File: src/rtl/rns_pkg.sv
// Shared definitions for the RNS constant comparator: default moduli (7, 8, 9),
// residue widths, MRC inverses, default compare constant and FSM state encoding.
package rns_pkg;

    localparam int DEF_M1     = 7;
    localparam int DEF_M2     = 8;
    localparam int DEF_M3     = 9;
    localparam int DEF_W1     = 3;
    localparam int DEF_W2     = 3;
    localparam int DEF_W3     = 4;
    localparam int DEF_INV12  = 7;   // M1^-1 mod M2
    localparam int DEF_INV13  = 4;   // M1^-1 mod M3
    localparam int DEF_INV23  = 8;   // M2^-1 mod M3
    localparam int DEF_M      = DEF_M1 * DEF_M2 * DEF_M3;
    localparam int DEF_C_INIT = 10;

    // Residues of the default constant
    localparam int DEF_C1 = DEF_C_INIT % DEF_M1;
    localparam int DEF_C2 = DEF_C_INIT % DEF_M2;
    localparam int DEF_C3 = DEF_C_INIT % DEF_M3;

    typedef enum logic [1:0] {
        ST_IDLE = 2'd0,
        ST_S1   = 2'd1,
        ST_S2   = 2'd2,
        ST_DONE = 2'd3
    } rns_state_e;

endpackage

File: src/rtl/rns_mrc3_step.sv
// One lane of the 3-channel mixed-radix conversion, purely combinational.
// Stage 1 (r1,r2,r3 -> a1,a2,t3) and stage 2 (t3,a2 -> a3) are exposed
// separately so the caller decides where the pipeline register sits.
module rns_mrc3_step #(
    parameter int M1    = 7,
    parameter int M2    = 8,
    parameter int M3    = 9,
    parameter int W1    = 3,
    parameter int W2    = 3,
    parameter int W3    = 4,
    parameter int INV12 = 7,
    parameter int INV13 = 4,
    parameter int INV23 = 8
) (
    input  logic [W1-1:0] r1_i,
    input  logic [W2-1:0] r2_i,
    input  logic [W3-1:0] r3_i,
    output logic [W1-1:0] a1_o,
    output logic [W2-1:0] a2_o,
    output logic [W3-1:0] t3_o,
    input  logic [W2-1:0] a2_i,
    input  logic [W3-1:0] t3_i,
    output logic [W3-1:0] a3_o
);

    localparam logic [W2:0]     M2_S    = (W2+1)'(M2);
    localparam logic [W3:0]     M3_S    = (W3+1)'(M3);
    localparam logic [2*W2:0]   M2_P    = (2*W2+1)'(M2);
    localparam logic [2*W3:0]   M3_P    = (2*W3+1)'(M3);
    localparam logic [2*W2:0]   INV12_P = (2*W2+1)'(INV12);
    localparam logic [2*W3:0]   INV13_P = (2*W3+1)'(INV13);
    localparam logic [2*W3:0]   INV23_P = (2*W3+1)'(INV23);

    logic [W2:0]   s2, d2;
    logic [W3:0]   s3, d3, s3b, d3b;
    logic [2*W2:0] p2;
    logic [2*W3:0] p3, p3b;

    // Stage 1: a1 = r1, a2 = (r2-a1)*INV12 mod M2, t3 = (r3-a1)*INV13 mod M3
    always_comb begin
        a1_o = r1_i;
        s2   = {1'b0, r2_i} + M2_S - (W2+1)'(r1_i);
        d2   = (s2 >= M2_S) ? (s2 - M2_S) : s2;
        p2   = (2*W2+1)'(d2) * INV12_P;
        a2_o = W2'(p2 % M2_P);
        s3   = {1'b0, r3_i} + M3_S - (W3+1)'(r1_i);
        d3   = (s3 >= M3_S) ? (s3 - M3_S) : s3;
        p3   = (2*W3+1)'(d3) * INV13_P;
        t3_o = W3'(p3 % M3_P);
    end

    // Stage 2: a3 = (t3-a2)*INV23 mod M3
    always_comb begin
        s3b  = {1'b0, t3_i} + M3_S - (W3+1)'(a2_i);
        d3b  = (s3b >= M3_S) ? (s3b - M3_S) : s3b;
        p3b  = (2*W3+1)'(d3b) * INV23_P;
        a3_o = W3'(p3b % M3_P);
    end

endmodule

File: src/rtl/rns_compare_seq.sv
// Sequential magnitude comparator of a 3-channel RNS operand X against a
// constant C. Both are converted to mixed-radix digits (a3,a2,a1) over two
// cycles and compared most significant digit first.
// Optional feature macro: RNS_CMP_CONST_LOAD_EN adds const_we/c1..c3 so the
// constant can be reloaded at run time; otherwise C is fixed to C_INIT.
module rns_compare_seq
    import rns_pkg::*;
#(
    parameter int M1     = DEF_M1,
    parameter int M2     = DEF_M2,
    parameter int M3     = DEF_M3,
    parameter int W1     = DEF_W1,
    parameter int W2     = DEF_W2,
    parameter int W3     = DEF_W3,
    parameter int INV12  = DEF_INV12,
    parameter int INV13  = DEF_INV13,
    parameter int INV23  = DEF_INV23,
    parameter int C_INIT = DEF_C_INIT
) (
    input  logic          clk,
    input  logic          rst,
    input  logic          in_valid,
    output logic          in_ready,
    input  logic [W1-1:0] x1,
    input  logic [W2-1:0] x2,
    input  logic [W3-1:0] x3,
    output logic          out_valid,
    input  logic          out_ready,
    output logic          le,
    output logic          eq,
    output logic          gr,
    output logic          err
`ifdef RNS_CMP_CONST_LOAD_EN
    ,
    input  logic          const_we,
    input  logic [W1-1:0] c1,
    input  logic [W2-1:0] c2,
    input  logic [W3-1:0] c3
`endif
);

    localparam logic [W1:0]   M1_C    = (W1+1)'(M1);
    localparam logic [W2:0]   M2_C    = (W2+1)'(M2);
    localparam logic [W3:0]   M3_C    = (W3+1)'(M3);
    localparam logic [W1-1:0] C1_INIT = W1'(C_INIT % M1);
    localparam logic [W2-1:0] C2_INIT = W2'(C_INIT % M2);
    localparam logic [W3-1:0] C3_INIT = W3'(C_INIT % M3);
    localparam int            KW      = W1 + W2 + W3;

    rns_state_e state_q, state_d;

    logic [W1-1:0] xr1_q;
    logic [W2-1:0] xr2_q;
    logic [W3-1:0] xr3_q;
    logic [W1-1:0] xa1_q;
    logic [W2-1:0] xa2_q;
    logic [W3-1:0] xt3_q;
    logic          in_err_q;
    logic          le_q, eq_q, gr_q, err_q;

    logic [W1-1:0] xl_a1, cl_a1, c_r1, c_a1_dig;
    logic [W2-1:0] xl_a2, cl_a2, c_r2, c_a2_dig, c_a2_in;
    logic [W3-1:0] xl_t3, cl_t3, c_r3, c_t3_in;
    logic [W3-1:0] xl_a3, cl_a3;
    logic          x_err, c_err, accept;
    logic [KW-1:0] x_key, c_key;

    assign accept    = (state_q == ST_IDLE) && in_valid;
    assign in_ready  = (state_q == ST_IDLE);
    assign out_valid = (state_q == ST_DONE);
    assign le        = le_q;
    assign eq        = eq_q;
    assign gr        = gr_q;
    assign err       = err_q;

    assign x_err = ({1'b0, x1} >= M1_C) | ({1'b0, x2} >= M2_C) | ({1'b0, x3} >= M3_C);

`ifdef RNS_CMP_CONST_LOAD_EN
    logic [W1-1:0] cc1_q, cs1_q, ca1_q;
    logic [W2-1:0] cc2_q, cs2_q, ca2_q;
    logic [W3-1:0] cc3_q, cs3_q, ct3_q;

    // An out-of-range loaded constant poisons every op that snapshots it
    assign c_err    = ({1'b0, cc1_q} >= M1_C) | ({1'b0, cc2_q} >= M2_C) | ({1'b0, cc3_q} >= M3_C);
    assign c_r1     = cs1_q;
    assign c_r2     = cs2_q;
    assign c_r3     = cs3_q;
    assign c_a2_in  = ca2_q;
    assign c_t3_in  = ct3_q;
    assign c_a1_dig = ca1_q;
    assign c_a2_dig = ca2_q;

    // Run-time constant register, writable in any state
    always_ff @(posedge clk or posedge rst) begin
        if (rst) begin
            cc1_q <= C1_INIT;
            cc2_q <= C2_INIT;
            cc3_q <= C3_INIT;
        end else if (const_we) begin
            cc1_q <= c1;
            cc2_q <= c2;
            cc3_q <= c3;
        end
    end

    // Per-op snapshot of C and the C lane's stage-1 pipeline register
    always_ff @(posedge clk or posedge rst) begin
        if (rst) begin
            cs1_q <= '0;
            cs2_q <= '0;
            cs3_q <= '0;
            ca1_q <= '0;
            ca2_q <= '0;
            ct3_q <= '0;
        end else begin
            if (accept) begin
                cs1_q <= cc1_q;
                cs2_q <= cc2_q;
                cs3_q <= cc3_q;
            end
            if (state_q == ST_S1) begin
                ca1_q <= cl_a1;
                ca2_q <= cl_a2;
                ct3_q <= cl_t3;
            end
        end
    end
`else
    // Fixed constant: the C lane folds to elaboration-time digits
    assign c_err    = 1'b0;
    assign c_r1     = C1_INIT;
    assign c_r2     = C2_INIT;
    assign c_r3     = C3_INIT;
    assign c_a2_in  = cl_a2;
    assign c_t3_in  = cl_t3;
    assign c_a1_dig = cl_a1;
    assign c_a2_dig = cl_a2;
`endif

    rns_mrc3_step #(
        .M1(M1), .M2(M2), .M3(M3), .W1(W1), .W2(W2), .W3(W3),
        .INV12(INV12), .INV13(INV13), .INV23(INV23)
    ) u_x_lane (
        .r1_i(xr1_q), .r2_i(xr2_q), .r3_i(xr3_q),
        .a1_o(xl_a1), .a2_o(xl_a2), .t3_o(xl_t3),
        .a2_i(xa2_q), .t3_i(xt3_q), .a3_o(xl_a3)
    );

    rns_mrc3_step #(
        .M1(M1), .M2(M2), .M3(M3), .W1(W1), .W2(W2), .W3(W3),
        .INV12(INV12), .INV13(INV13), .INV23(INV23)
    ) u_c_lane (
        .r1_i(c_r1), .r2_i(c_r2), .r3_i(c_r3),
        .a1_o(cl_a1), .a2_o(cl_a2), .t3_o(cl_t3),
        .a2_i(c_a2_in), .t3_i(c_t3_in), .a3_o(cl_a3)
    );

    // Digit keys: concatenating (a3,a2,a1) makes an unsigned compare lexicographic
    assign x_key = {xl_a3, xa2_q, xa1_q};
    assign c_key = {cl_a3, c_a2_dig, c_a1_dig};

    // FSM state register
    always_ff @(posedge clk or posedge rst) begin
        if (rst) state_q <= ST_IDLE;
        else     state_q <= state_d;
    end

    // FSM next-state logic
    always_comb begin
        state_d = state_q;
        case (state_q)
            ST_IDLE: if (in_valid) state_d = ST_S1;
            ST_S1:   state_d = ST_S2;
            ST_S2:   state_d = ST_DONE;
            ST_DONE: if (out_ready) state_d = ST_IDLE;
            default: state_d = ST_IDLE;
        endcase
    end

    // Operand capture and X lane stage-1 pipeline register
    always_ff @(posedge clk or posedge rst) begin
        if (rst) begin
            xr1_q    <= '0;
            xr2_q    <= '0;
            xr3_q    <= '0;
            in_err_q <= 1'b0;
            xa1_q    <= '0;
            xa2_q    <= '0;
            xt3_q    <= '0;
        end else begin
            if (accept) begin
                xr1_q    <= x1;
                xr2_q    <= x2;
                xr3_q    <= x3;
                in_err_q <= x_err | c_err;
            end
            if (state_q == ST_S1) begin
                xa1_q <= xl_a1;
                xa2_q <= xl_a2;
                xt3_q <= xl_t3;
            end
        end
    end

    // Result flags, registered at the end of S2 and held through DONE
    always_ff @(posedge clk or posedge rst) begin
        if (rst) begin
            le_q  <= 1'b0;
            eq_q  <= 1'b0;
            gr_q  <= 1'b0;
            err_q <= 1'b0;
        end else if (state_q == ST_S2) begin
            le_q  <= !in_err_q && (x_key <  c_key);
            eq_q  <= !in_err_q && (x_key == c_key);
            gr_q  <= !in_err_q && (x_key >  c_key);
            err_q <= in_err_q;
        end
    end

endmodule
File: config.mk
export PLATFORM = sky130hd
export DESIGN_NAME = rns_compare_seq
export DESIGN_NICKNAME = d
export VERILOG_FILES = /design/src/rtl/rns_pkg.sv /design/src/rtl/rns_mrc3_step.sv /design/src/rtl/rns_compare_seq.sv
export SDC_FILE = /design/constraint.sdc
export NUM_CORES = 1
export LEC_CHECK = 0
export CORE_ASPECT_RATIO = 0.9
export CORE_UTILIZATION = 45
export DETAILED_ROUTE_END_ITERATION = 8
export GPL_ROUTABILITY_DRIVEN = 1
export GPL_TIMING_DRIVEN = 0
export PLACE_DENSITY = 0.63
export SYNTH_ARGS = -nofsm -noshare
export SYNTH_HDL_FRONTEND = slang
export SYNTH_SLANG_ARGS = --single-unit
File: constraint.sdc
create_clock -name clk -period 9.18 [get_ports clk]
set_clock_uncertainty 0.15 [all_clocks]
set_input_delay 0.918 -clock clk [delete_from_list [all_inputs] [get_ports clk]]
set_output_delay 0.918 -clock clk [all_outputs]
set_load 0.05 [all_outputs]
Word-level counts from Yosys, hierarchy flattened. Cells that the tools add are included.

$add $sub $neg: 9. $mul: 1. Div/mod/pow operators: 2. Magnitude comparators: 7. Equality and inequality tests: 6. Multiplexer cells: 6. Bitwise gates (word level): 1. Reduce and logical (&&, ||, !) cells: 7.

Operator list (count): 4-bit by 4-bit adder with 5-bit output, second input constant (2); 10-bit by 4-bit == test with 1-bit output, second input constant (1); 5-bit by 4-bit >= comparator with 1-bit output, second input constant (2); 10-bit by 4-bit greater-than comparator with 1-bit output, second input constant (1); 10-bit by 4-bit less-than comparator with 1-bit output, second input constant (1); 5-bit two-way mux (2); 5-bit by 3-bit subtractor with 5-bit output (2); 5-bit by 4-bit subtractor with 5-bit output, second input constant (2); 7-bit by 4-bit modulo with 9-bit output, second input constant (1); 8-bit by 4-bit modulo with 9-bit output, second input constant (1); 4-bit >= comparator, second input constant (2); 2-bit one-hot mux with 4 select lines (1); 3-bit by 4-bit adder with 4-bit output, second input constant (1); 2-bit == test, second input constant (2); 1-bit logical AND (4); 4-bit by 3-bit multiplier with 3-bit output, second input constant (1); 2-bit two-way mux (2); 4-bit two-way mux (1); 4-bit by 3-bit subtractor with 4-bit output (1); 4-bit subtractor, second input constant (1); 3-bit >= comparator, second input constant (1); 2-bit by 1-bit == test with 1-bit output, second input constant (1); 2-bit zero test (1); 2-bit by 1-bit != test with 1-bit output, second input constant (1); other kinds (4) (4).

Register bits after elaboration: 27. Bits of input ports: 14. Output and inout port bits: 6. Word-level logic and storage cells: 51.

Depth between registers and ports, before layout. Gate-level depths: netlist (run 1).

Depth in word-level cells: 7. Mapped depth: 25. Gate-level depth less buffers: 25.

Hierarchy. From an unflattened synthesis (run 1), not the netlist that was laid out.

Cell total of the unflattened synthesis: 723. Area total of the unflattened synthesis: 5904.4 um^2.

By module, submodules not included: rns_mrc3_step (u_c_lane) (instances 1, cells an instance 328, area an instance 2427.3 um^2, sequential area each 0.0 um^2); rns_mrc3_step (u_x_lane) (instances 1, cells an instance 282, area an instance 2097.0 um^2, sequential area each 0.0 um^2); rns_compare_seq (instances 1, cells an instance 113, area an instance 1380.1 um^2, sequential area each 675.6 um^2).

Least setup slack after synthesis (run 1). Ideal clock, no wire load.

Kind: flip-flop to flip-flop. Start point: reg xa2_q[1]. End point: reg gr_q, in the netlist gr. Library setup time: 123 ps. Arrival time: 5519 ps. Data required time: 8907 ps. Slack: 3389 ps. Cell stages (with the launch flop): 22. Buffers on the path: 0. Clock period less this slack: 5791 ps. Cell sequence: dfrtp_1 > ha_1 > inv_1 > ha_1 > fa_1 > or4_1 > a221oi_1 > xnor2_1 > nand2b_1 > nor2_1 > a21oi_1 > nor2_1 > a311oi_1 > ha_1 > o22ai_1 > a211oi_1 > mux2_2 > o21a_1 > ha_1 > nor4_1 > nand4_1 > o221a_2.

Longest elaborated chain between the ends: 6. Elaborated cells on any way between the ends: 7. Classes of those cells: 2 x add/sub; 1 x div; 2 x order compare; 1 x mux; 1 x reduce/logical.

RTL lines: start, declared (line rns_compare_seq.sv:56) `logic [W2-1:0] xa2_q;`; start signal, assigned (line rns_compare_seq.sv:199) `xa2_q <= xl_a2;`; 5-bit by 3-bit subtractor with 5-bit output (line rns_mrc3_step.sv:54) `s3b = {1'b0, t3_i} + M3_S - (W3+1)'(a2_i);`; 5-bit by 4-bit subtractor with 5-bit output / 5-bit by 4-bit >= comparator with 1-bit output (equally long branches) (line rns_mrc3_step.sv:55) `d3b = (s3b >= M3_S) ? (s3b - M3_S) : s3b;`; 5-bit two-way mux (line rns_mrc3_step.sv:55); 8-bit by 4-bit modulo with 9-bit output (line rns_mrc3_step.sv:57) `a3_o = W3'(p3b % M3_P);`; 10-bit by 4-bit greater-than comparator with 1-bit output * (line rns_compare_seq.sv:215) `gr_q <= !in_err_q && (x_key > c_key);`; 1-bit logical AND * (line rns_compare_seq.sv:215); end signal, assigned (line rns_compare_seq.sv:215); end, declared (line rns_compare_seq.sv:59) `logic le_q, eq_q, gr_q, err_q;`.

Mark *: on every way between the ends. The rest lies on a longest branch, timed or not. A chain may end at the register's enable or synchronous reset.

Worst setup path in the final report (run 1).
Start point: reg xa2_q[1]. End point: reg eq_q, in the netlist eq.

Longest elaborated chain between the ends: 6. Elaborated cells on any way between the ends: 7. Classes of those cells: 2 x add/sub; 1 x div; 1 x order compare; 1 x eq/ne; 1 x mux; 1 x reduce/logical.

RTL lines: 5-bit by 3-bit subtractor with 5-bit output (line rns_mrc3_step.sv:54); 5-bit by 4-bit subtractor with 5-bit output / 5-bit by 4-bit >= comparator with 1-bit output (equally long branches) (line rns_mrc3_step.sv:55); 5-bit two-way mux (line rns_mrc3_step.sv:55); 8-bit by 4-bit modulo with 9-bit output (line rns_mrc3_step.sv:57); 10-bit by 4-bit == test with 1-bit output * (line rns_compare_seq.sv:214) `eq_q <= !in_err_q && (x_key == c_key);`; 1-bit logical AND * (line rns_compare_seq.sv:214); end signal, assigned (line rns_compare_seq.sv:214); end, declared (line rns_compare_seq.sv:59).

Marked as above.

==> results.ini, run 1 <==
[cells_and_area]
final_nets = 390
final_area_um2 = 3150
drive_above_1_share_pct = 12.6
areaGrowthSynthToFinish_pct = 11.4
final_core_util_pct = 53.7
diodes = 0

[route]
wirelength_um = 5690
drt_first_pass_iters = 4
wl_per_cell_um = 13.8
viasPerCell = 5.83
vias = 2396
drcViolationCount = 0
antenna_left = 0
drt_iter0_markers = 105

[synth]
yosysSeqAreaShare_pct = 23.9
synthTopCellsByArea = dfrtp_1, ha_1, mux2_2
syn_area_per_cell_um2 = 8.88
yosysMostFrequentCell = inv_1
synth_largest_area_cell = dfrtp_1
synth_cell_types = 66
ys_ff_latch = 27
yosys-top-cells-count = inv_1, ha_1, dfrtp_1
synth_fp_nets = 366
synth_ff_type = dfrtp_1
synth_edf_count = 0
postSynthCellCount = 318
synth_area_um2 = 2820
ys_warn_count = 0
async_flop_share_pct = 100
synth_top_area_share_pct = 23.9

[worst_setup_path]
worstSetupPathType = flip-flop to flip-flop
critPathMaxFanout = 7
reg2reg_depth = 21
crit_required_ns = 9.20
critPathLaunch = xa2_q[1]
cp-start-kind = flip-flop
endpoint_kind = flip-flop
r2r_slack_ns = 2.83
cp.arrival_ns = 6.37
r2r_start = xa2_q[1]

[floorplanning]
die_area_um2 = 6590
die_w_um = 85.5
die_h_um = 77.1
start_util_pct = 48.2
ios = 20
core_area_um2 = 5860
num_rows = 26

[global_route]
grt_pass1_vias = 2238
grt_start_max_net_pins = 28
grt_overflow = 0
antenna_found_initial = 0
track_usage_pct = 18.7
grt_pass1_wl_um = 10300

[min_path]
hold_start = xt3_q[3]
hp-class = flip-flop to flip-flop
hold_path_depth = 2

[clock_tree]
cts_root_buf = clkbuf_8
cts.repair.resized = 0
cts_setup_buffers = 0
cts_tree = built
cts_made_buffers = 3
cts_buffer_depth = 2
clk_pin_slew_ns = 0.09
cts_max_level = 1
clock_latency_ns = 0.26
cts_hold_buf = 0
cts.sinks = 27

[timing]
slew_headroom_pct = 32.1
finalHoldViolations = 0
final-setup-viol-count = 0
setup_tns_ns = 0
min_period_over_period_pct = 69.2
worstMarginPinSlew_ns = 1.02
drv_slew = 0
rsz0062_at_grt = false
hold_ws_ns = 0.354
fmax_mhz = 157
fin_crit_ns = 6.35

[place]
place_area_um2 = 3100
dpl.hpwl_um = 4660
gp_congestion = 0.870
port_buffers = 19

[flow_run]
cap_viol_max_count = 0

[run_status]
status = finished clean

[area by class of cell]
type | count | area [um^2]
well taps | 70 | 87.6
fillers | 563 | 2710
multi-input cells | 245 | 1960
inverters | 38 | 143
clock buffers | 4 | 45.0
repair buffers | 19 | 190
plain buffers | 8 | 40.0
flip-flops and latches | 27 | 676
[registers in the layout, summed over array words and instances, names as in the netlist]
register  flops
xr3_q         4
xa1_q         3
xa2_q         3
xr1_q         3
xr2_q         3
eq            1
err           1
le            1
xt3_q         4
gr            1
state_q       2
in_err_q      1
[cells by family after synthesis]
group / synth area share, %
buffers and inverters: 6.47
DFF: 23.9
xor gates and xnor gates: 4.88
AOI/OAI and AO/OA: 24.4
adders and majority gates: 15.9
and+or+nand+nor: 15.5
muxes: 8.95
[per-layer routing]
layer  vias to the layer above  track usage, %  part of all wire, %
met5                         -               0                    0
met4                         0            1.00                 0.19
met3                         2            2.48                  2.8
met2                        27            31.2                   46
met1                      1140            26.9                   51
li1                       1227               -                    -
[cell usage in the layout (no fill, tap or decap), types with 4 or more instances in the layout]
| cell type | synthesis | final |
|---|---|---|
| a21oi_1 | 18 | 18 |
| nand2_1 | 20 | 20 |
| mux2_2 | 18 | 18 |
| nand2b_1 | 6 | 6 |
| xnor2_1 | 9 | 9 |
| o21ai_0 | 10 | 10 |
| a21o_1 | 5 | 5 |
| nand3_1 | 7 | 7 |
| a211oi_1 | 4 | 4 |
| mux2i_1 | 5 | 5 |
| clkdlybuf4s50_1 | 0 | 19 |
| or2_2 | 4 | 4 |
| dfrtp_1 | 27 | 27 |
| clkbuf_1 | 5 | 6 |
| a31oi_1 | 4 | 4 |
| nor3_1 | 8 | 8 |
| nor4_1 | 4 | 4 |
| nor2_1 | 16 | 16 |
| inv_1 | 37 | 37 |
| ha_1 | 31 | 31 |
[critical path, cell delays in order, from the launching register on]
cell      delay [ns]
dfrtp_1         0.42
ha_1            0.28
inv_1           0.04
ha_1            0.21
fa_1            0.51
or4_1           0.52
a221oi_1        0.48
xnor2_1         0.34
nand2b_1        0.31
nor2_1          0.06
a21oi_1         0.11
nor2_1          0.05
a311oi_1        0.35
ha_1            0.32
o22ai_1         0.12
a211oi_1        0.42
mux2_2          0.40
o21a_1          0.17
ha_1            0.26
nor4_1          0.21
nand4_1         0.19
o32ai_1         0.32
[metrics by stage]
step           cells  setup WS [ns]
6_report         411           2.83
5_1_grt          411           2.26
4_1_cts          411           2.78
3_5_place_dp     407           2.81
3_3_place_gp     407           2.82
2_1_floorplan    318           3.39
[path summary, 6_finish.rpt]
check | end
max | eq
min | xt3_q[3]
max reg2reg | eq
min reg2reg | xt3_q[3]
max in group asynchronous | xa1_q[2]
min in group asynchronous | state_q[1]
Power of run 1 is left out: the tool's default activity adds up to more than one toggle a clock period on the data nets, which glitch-free logic cannot reach.
==> run 2: changes to the inputs <==
--- a/config.mk
+++ b/config.mk
@@ -10,7 +10,7 @@
 export DETAILED_ROUTE_END_ITERATION = 8
 export GPL_ROUTABILITY_DRIVEN = 1
 export GPL_TIMING_DRIVEN = 0
-export PLACE_DENSITY = 0.63
+export PLACE_DENSITY = 0.65
 export SYNTH_ARGS = -nofsm -noshare
 export SYNTH_HDL_FRONTEND = slang
 export SYNTH_SLANG_ARGS = --single-unit
==> constraint.sdc (replaced) <==
create_clock -name clk -period 5.46 [get_ports clk]
set_clock_uncertainty 0.15 [all_clocks]
set_input_delay 0.546 -clock clk [delete_from_list [all_inputs] [get_ports clk]]
set_output_delay 0.546 -clock clk [all_outputs]
set_load 0.05 [all_outputs]
==> results.ini, run 2 (synthesis results as in run 1) <==
[cells_and_area]
reg_top3 = xr3_q: 4 flops, xt3_q: 4 flops
multi_input_area_um2 = 2210
diodes = 0
final_cell_mix = inv_1, dfrtp_1, ha_1
final_common_cell = inv_1
areaGrowthSynthToFinish_pct = 25.3
fillers = 515
final_nets = 407
regArea_um2 = 676
fin_cells = 428
drive_above_1_share_pct = 27.9

[floorplanning]
die_w_um = 85.5
ios = 20
core_area_um2 = 5860
die_area_um2 = 6590
die_h_um = 77.1
start_util_pct = 48.2
num_rows = 26

[worst_setup_path]
crit_path_max_incr_delay_ns = 0.46
worstSetupPathType = flip-flop to flip-flop
critPathMaxFanout = 5
cp_common_cell = ha_4
crit_required_ns = 5.48
cp.arrival_ns = 5.55
path_delay_family = compound AO/OA/AOI/OAI gates
crit_slowest_cell = or4_4
endpoint_kind = flip-flop
cp-start-kind = flip-flop
path_cells = ha_4, inv_2, ha_4, fa_2, or4_4, a221oi_4, buf_6, xnor2_4, nand2b_4, nor2_2, a21oi_2, nor2_1, a311oi_2, ha_2, o22ai_2, a211oi_2, mux2_4, o21a_1, ha_1, nor4_2, nand4_1, o221a_2
cp.buffers_inverters = 2

[route]
drt_iter0_markers = 99
drcViolationCount = 0
vias = 2505
antenna_left = 0
wirelength_um = 6300
drt_first_pass_iters = 4
viasPerCell = 5.85
wl_per_cell_um = 14.7

[place]
dpl.hpwl_um = 4610
gp_congestion = 0.879
port_buffers = 19
dp_cells = 407

[clock_tree]
cts_tree = built
clock_latency_ns = 0.28
cts_root_buf = clkbuf_8
cts_buffer_depth = 2
cts_made_buffers = 3
clk_pin_slew_ns = 0.10
cts_max_level = 1
cts.sinks = 27

[global_route]
use_met1_pct = 26.3
top_usage_layer = met2
antenna_found_initial = 0
grt_start_max_net_pins = 28
grt_overflow = 0
grt_pass1_vias = 2421
track_usage_pct = 19.7
use_met3_pct = 2.26
gr-usage-met2_pct = 34.6
grt_pass1_wl_um = 10800

[timing]
slew_headroom_pct = 30.5
final.setup.worst_slack_ns = -0.0635
min_period_over_period_pct = 101
rsz0062_at_grt = true
fmax_mhz = 181
fin_crit_ns = 5.52
final-setup-viol-count = 2
finalHoldViolations = 0
worstMarginPinSlew_ns = 1.04
drv_slew = 0
setup_tns_ns = -0.114

[min_path]
hp-class = flip-flop to flip-flop

[run_status]
status = finished, violations left
violations = negative setup slack

[flow_run]
cap_viol_max_count = 0

run 2: changes by cell type in the layout (fill, tap and decap cells not counted), sizes merged:
| cell | delta |
|---|---|
| clkbuf | -2 |
| buf | +18 |
| inv | +1 |
run 2: what timing repair did:
action | CTS | global route
hold buffers | 0 | 0
endpoints found under the setup margin | 7 | 7
pin swaps | 16 | 19
gates resized for setup | 23 | 21
buffers inserted | 15 | 3
run 2: worst paths after layout:
| path | slack (ns) | cells after the start | start | end |
|---|---|---|---|---|
| min in group asynchronous | 0.66 | 2 | rst | state_q[1] |
| max reg2reg | -0.06 | 22 | xa2_q[1] | gr |
| max in group asynchronous | 3.87 | 2 | rst | xt3_q[1] |
| max | -0.06 | 22 | xa2_q[1] | gr |
| min | 0.36 | 2 | xt3_q[3] | xt3_q[3] |
| min reg2reg | 0.36 | 2 | xt3_q[3] | xt3_q[3] |
run 2: final cells by class:
cell class / count / share of cell area, %
flip-flops and latches: 27 / 19.1
clock inverters: 1 / 0.248
repair buffers: 37 / 9.41
clock buffers: 3 / 1.17
well taps: 70 / 2.48
inverters: 38 / 4.03
multi-input cells: 245 / 62.5
plain buffers: 7 / 1.10
run 2: through the flow:
step / hold slack (ns) / utilization, % / setup WS (ns) / area (um^2)
global route: 0.392 / 60.4 / -0.314 / 3540
floorplan: 0.304 / - / 0.0233 / 2870
CTS: 0.360 / 58.3 / 0.0205 / 3420
finish: 0.356 / 60.4 / -0.0635 / 3540
detailed placement: 0.337 / 53.7 / -0.484 / 3150
global placement: 0.332 / 53.7 / -0.413 / 3150
run 2: layer usage:
layer | share of wire, % | vias to the layer above
li1 | - | 1252
met1 | 48 | 1210
met2 | 48 | 37
met3 | 2.9 | 6
met4 | 0.57 | 0
met5 | 0 | -
run 2: worst min-delay path, stage by stage (launching register included):
cell and delay [ns]:
dfrtp_1 0.37, nand2_1 0.06, o31ai_1 0.05
Power of run 2 is left out for the same reason.
==> run 3: changes to the inputs <==
--- a/config.mk
+++ b/config.mk
@@ -11,6 +11,7 @@
 export GPL_ROUTABILITY_DRIVEN = 1
 export GPL_TIMING_DRIVEN = 0
 export PLACE_DENSITY = 0.65
+export SLEW_MARGIN = 20
 export SYNTH_ARGS = -nofsm -noshare
 export SYNTH_HDL_FRONTEND = slang
 export SYNTH_SLANG_ARGS = --single-unit
==> results.ini, run 3 (synthesis results as in run 1) <==
[run_status]
status = finished, violations left
violations = negative setup slack

[cells_and_area]
final_nets = 407
reg_top3 = xr3_q: 4 flops, xt3_q: 4 flops
regArea_um2 = 676
final_cell_mix = inv_1, dfrtp_1, ha_1
drive_above_1_share_pct = 28.2
diodes = 0
final_core_util_pct = 60.4
multi_input_area_um2 = 2210
final_common_cell = inv_1
fillers = 515
areaGrowthSynthToFinish_pct = 25.3

[flow_run]
cap_viol_max_count = 0

[place]
gp_congestion = 0.879
dpl.hpwl_um = 4610
port_buffers = 19

[floorplanning]
start_util_pct = 48.2
die_area_um2 = 6590
ios = 20
die_w_um = 85.5
die_h_um = 77.1
core_area_um2 = 5860
num_rows = 26

[worst_setup_path]
cp.arrival_ns = 5.54
critPathMaxFanout = 5
r2r_start = xa2_q[1]
r2r_slack_ns = -0.06
crit_required_ns = 5.48
reg2reg_to = gr
cp-start-kind = flip-flop
worstSetupPathType = flip-flop to flip-flop
endpoint_kind = flip-flop
reg2reg_depth = 22

[route]
antenna_left = 0
wl_per_cell_um = 14.8
vias = 2529
drt_first_pass_iters = 4
viasPerCell = 5.91
drcViolationCount = 0
wirelength_um = 6330
drt_iter0_markers = 152

[timing]
fin_crit_ns = 5.52
drv_slew = 0
rsz0062_at_grt = true
finalHoldViolations = 0
worstMarginPinSlew_ns = 0.688
setup_tns_ns = -0.104
hold_ws_ns = 0.357
final.setup.worst_slack_ns = -0.0578
min_period_over_period_pct = 101
final-setup-viol-count = 2
slew_headroom_pct = 54.1
fmax_mhz = 181

[clock_tree]
cts_tree = built
cts_root_buf = clkbuf_8
clk_pin_slew_ns = 0.10
cts_max_level = 1
cts_buffer_depth = 2
cts.sinks = 27
cts_made_buffers = 3
clock_latency_ns = 0.28

[global_route]
antenna_found_initial = 0
track_usage_pct = 19.7
grt_start_max_net_pins = 28
grt_pass1_vias = 2421
grt_overflow = 0
grt_pass1_wl_um = 10800

[min_path]
hold_start = xt3_q[3]
hold_path_depth = 2
hp-class = flip-flop to flip-flop
holdPathEnd = xt3_q[3]

run 3: how the worst max path moves through the flow:
stage,startpoint,endpoint,slack (ns)
after global routing,xa2_q[1],eq,-0.31
after global placement,xa2_q[1],eq,-0.41
final,xa2_q[1],gr,-0.06
after detailed placement,xa2_q[1],eq,-0.48
after floorplan,xa2_q[1],gr,0.02
after CTS,xa2_q[1],gr,0.02
run 3: final cells by class:
type / instances / share of cell area (%)
multi-input cells: 245 / 62.5
clock buffers: 3 / 1.17
inverters: 38 / 4.03
well taps: 70 / 2.48
clock inverters: 1 / 0.248
repair buffers: 37 / 9.41
flip-flops and latches: 27 / 19.1
plain buffers: 7 / 1.10
run 3: timing repair:
item | CTS | global route
gates resized for setup | 23 | 21
pin swaps | 16 | 19
hold buffers | 0 | 0
setup endpoints to repair | 7 | 7
buffers inserted | 15 | 3
run 3: per-layer routing:
metal | vias to the layer above | GRT usage (%) | part of all wire (%)
met5 | - | 0 | 0
met4 | 0 | 3.50 | 0.33
met3 | 4 | 2.26 | 3.4
met2 | 47 | 34.6 | 48
met1 | 1224 | 26.3 | 48
li1 | 1254 | - | -
run 3: metrics by stage:
stage / cells / setup WS, ns / area (um^2)
after floorplan: 318 / 0.0233 / 2870
after global placement: 407 / -0.413 / 3150
after detailed placement: 407 / -0.484 / 3150
after CTS: 425 / 0.0205 / 3420
after global routing: 428 / -0.314 / 3540
final: 428 / -0.0578 / 3540
run 3: critical path, cell delays in order, from the launching register on:
cell,delay (ns)
dfrtp_1,0.44
ha_4,0.28
inv_2,0.04
ha_4,0.15
fa_2,0.45
or4_4,0.46
a221oi_4,0.29
buf_6,0.16
xnor2_4,0.12
nand2b_4,0.15
nor2_2,0.04
a21oi_2,0.11
nor2_1,0.06
a311oi_2,0.31
ha_2,0.26
o22ai_2,0.10
a211oi_2,0.26
mux2_4,0.33
o21a_1,0.19
ha_1,0.30
nor4_2,0.23
nand4_1,0.22
o221a_2,0.30
Power of run 3 is left out for the same reason.
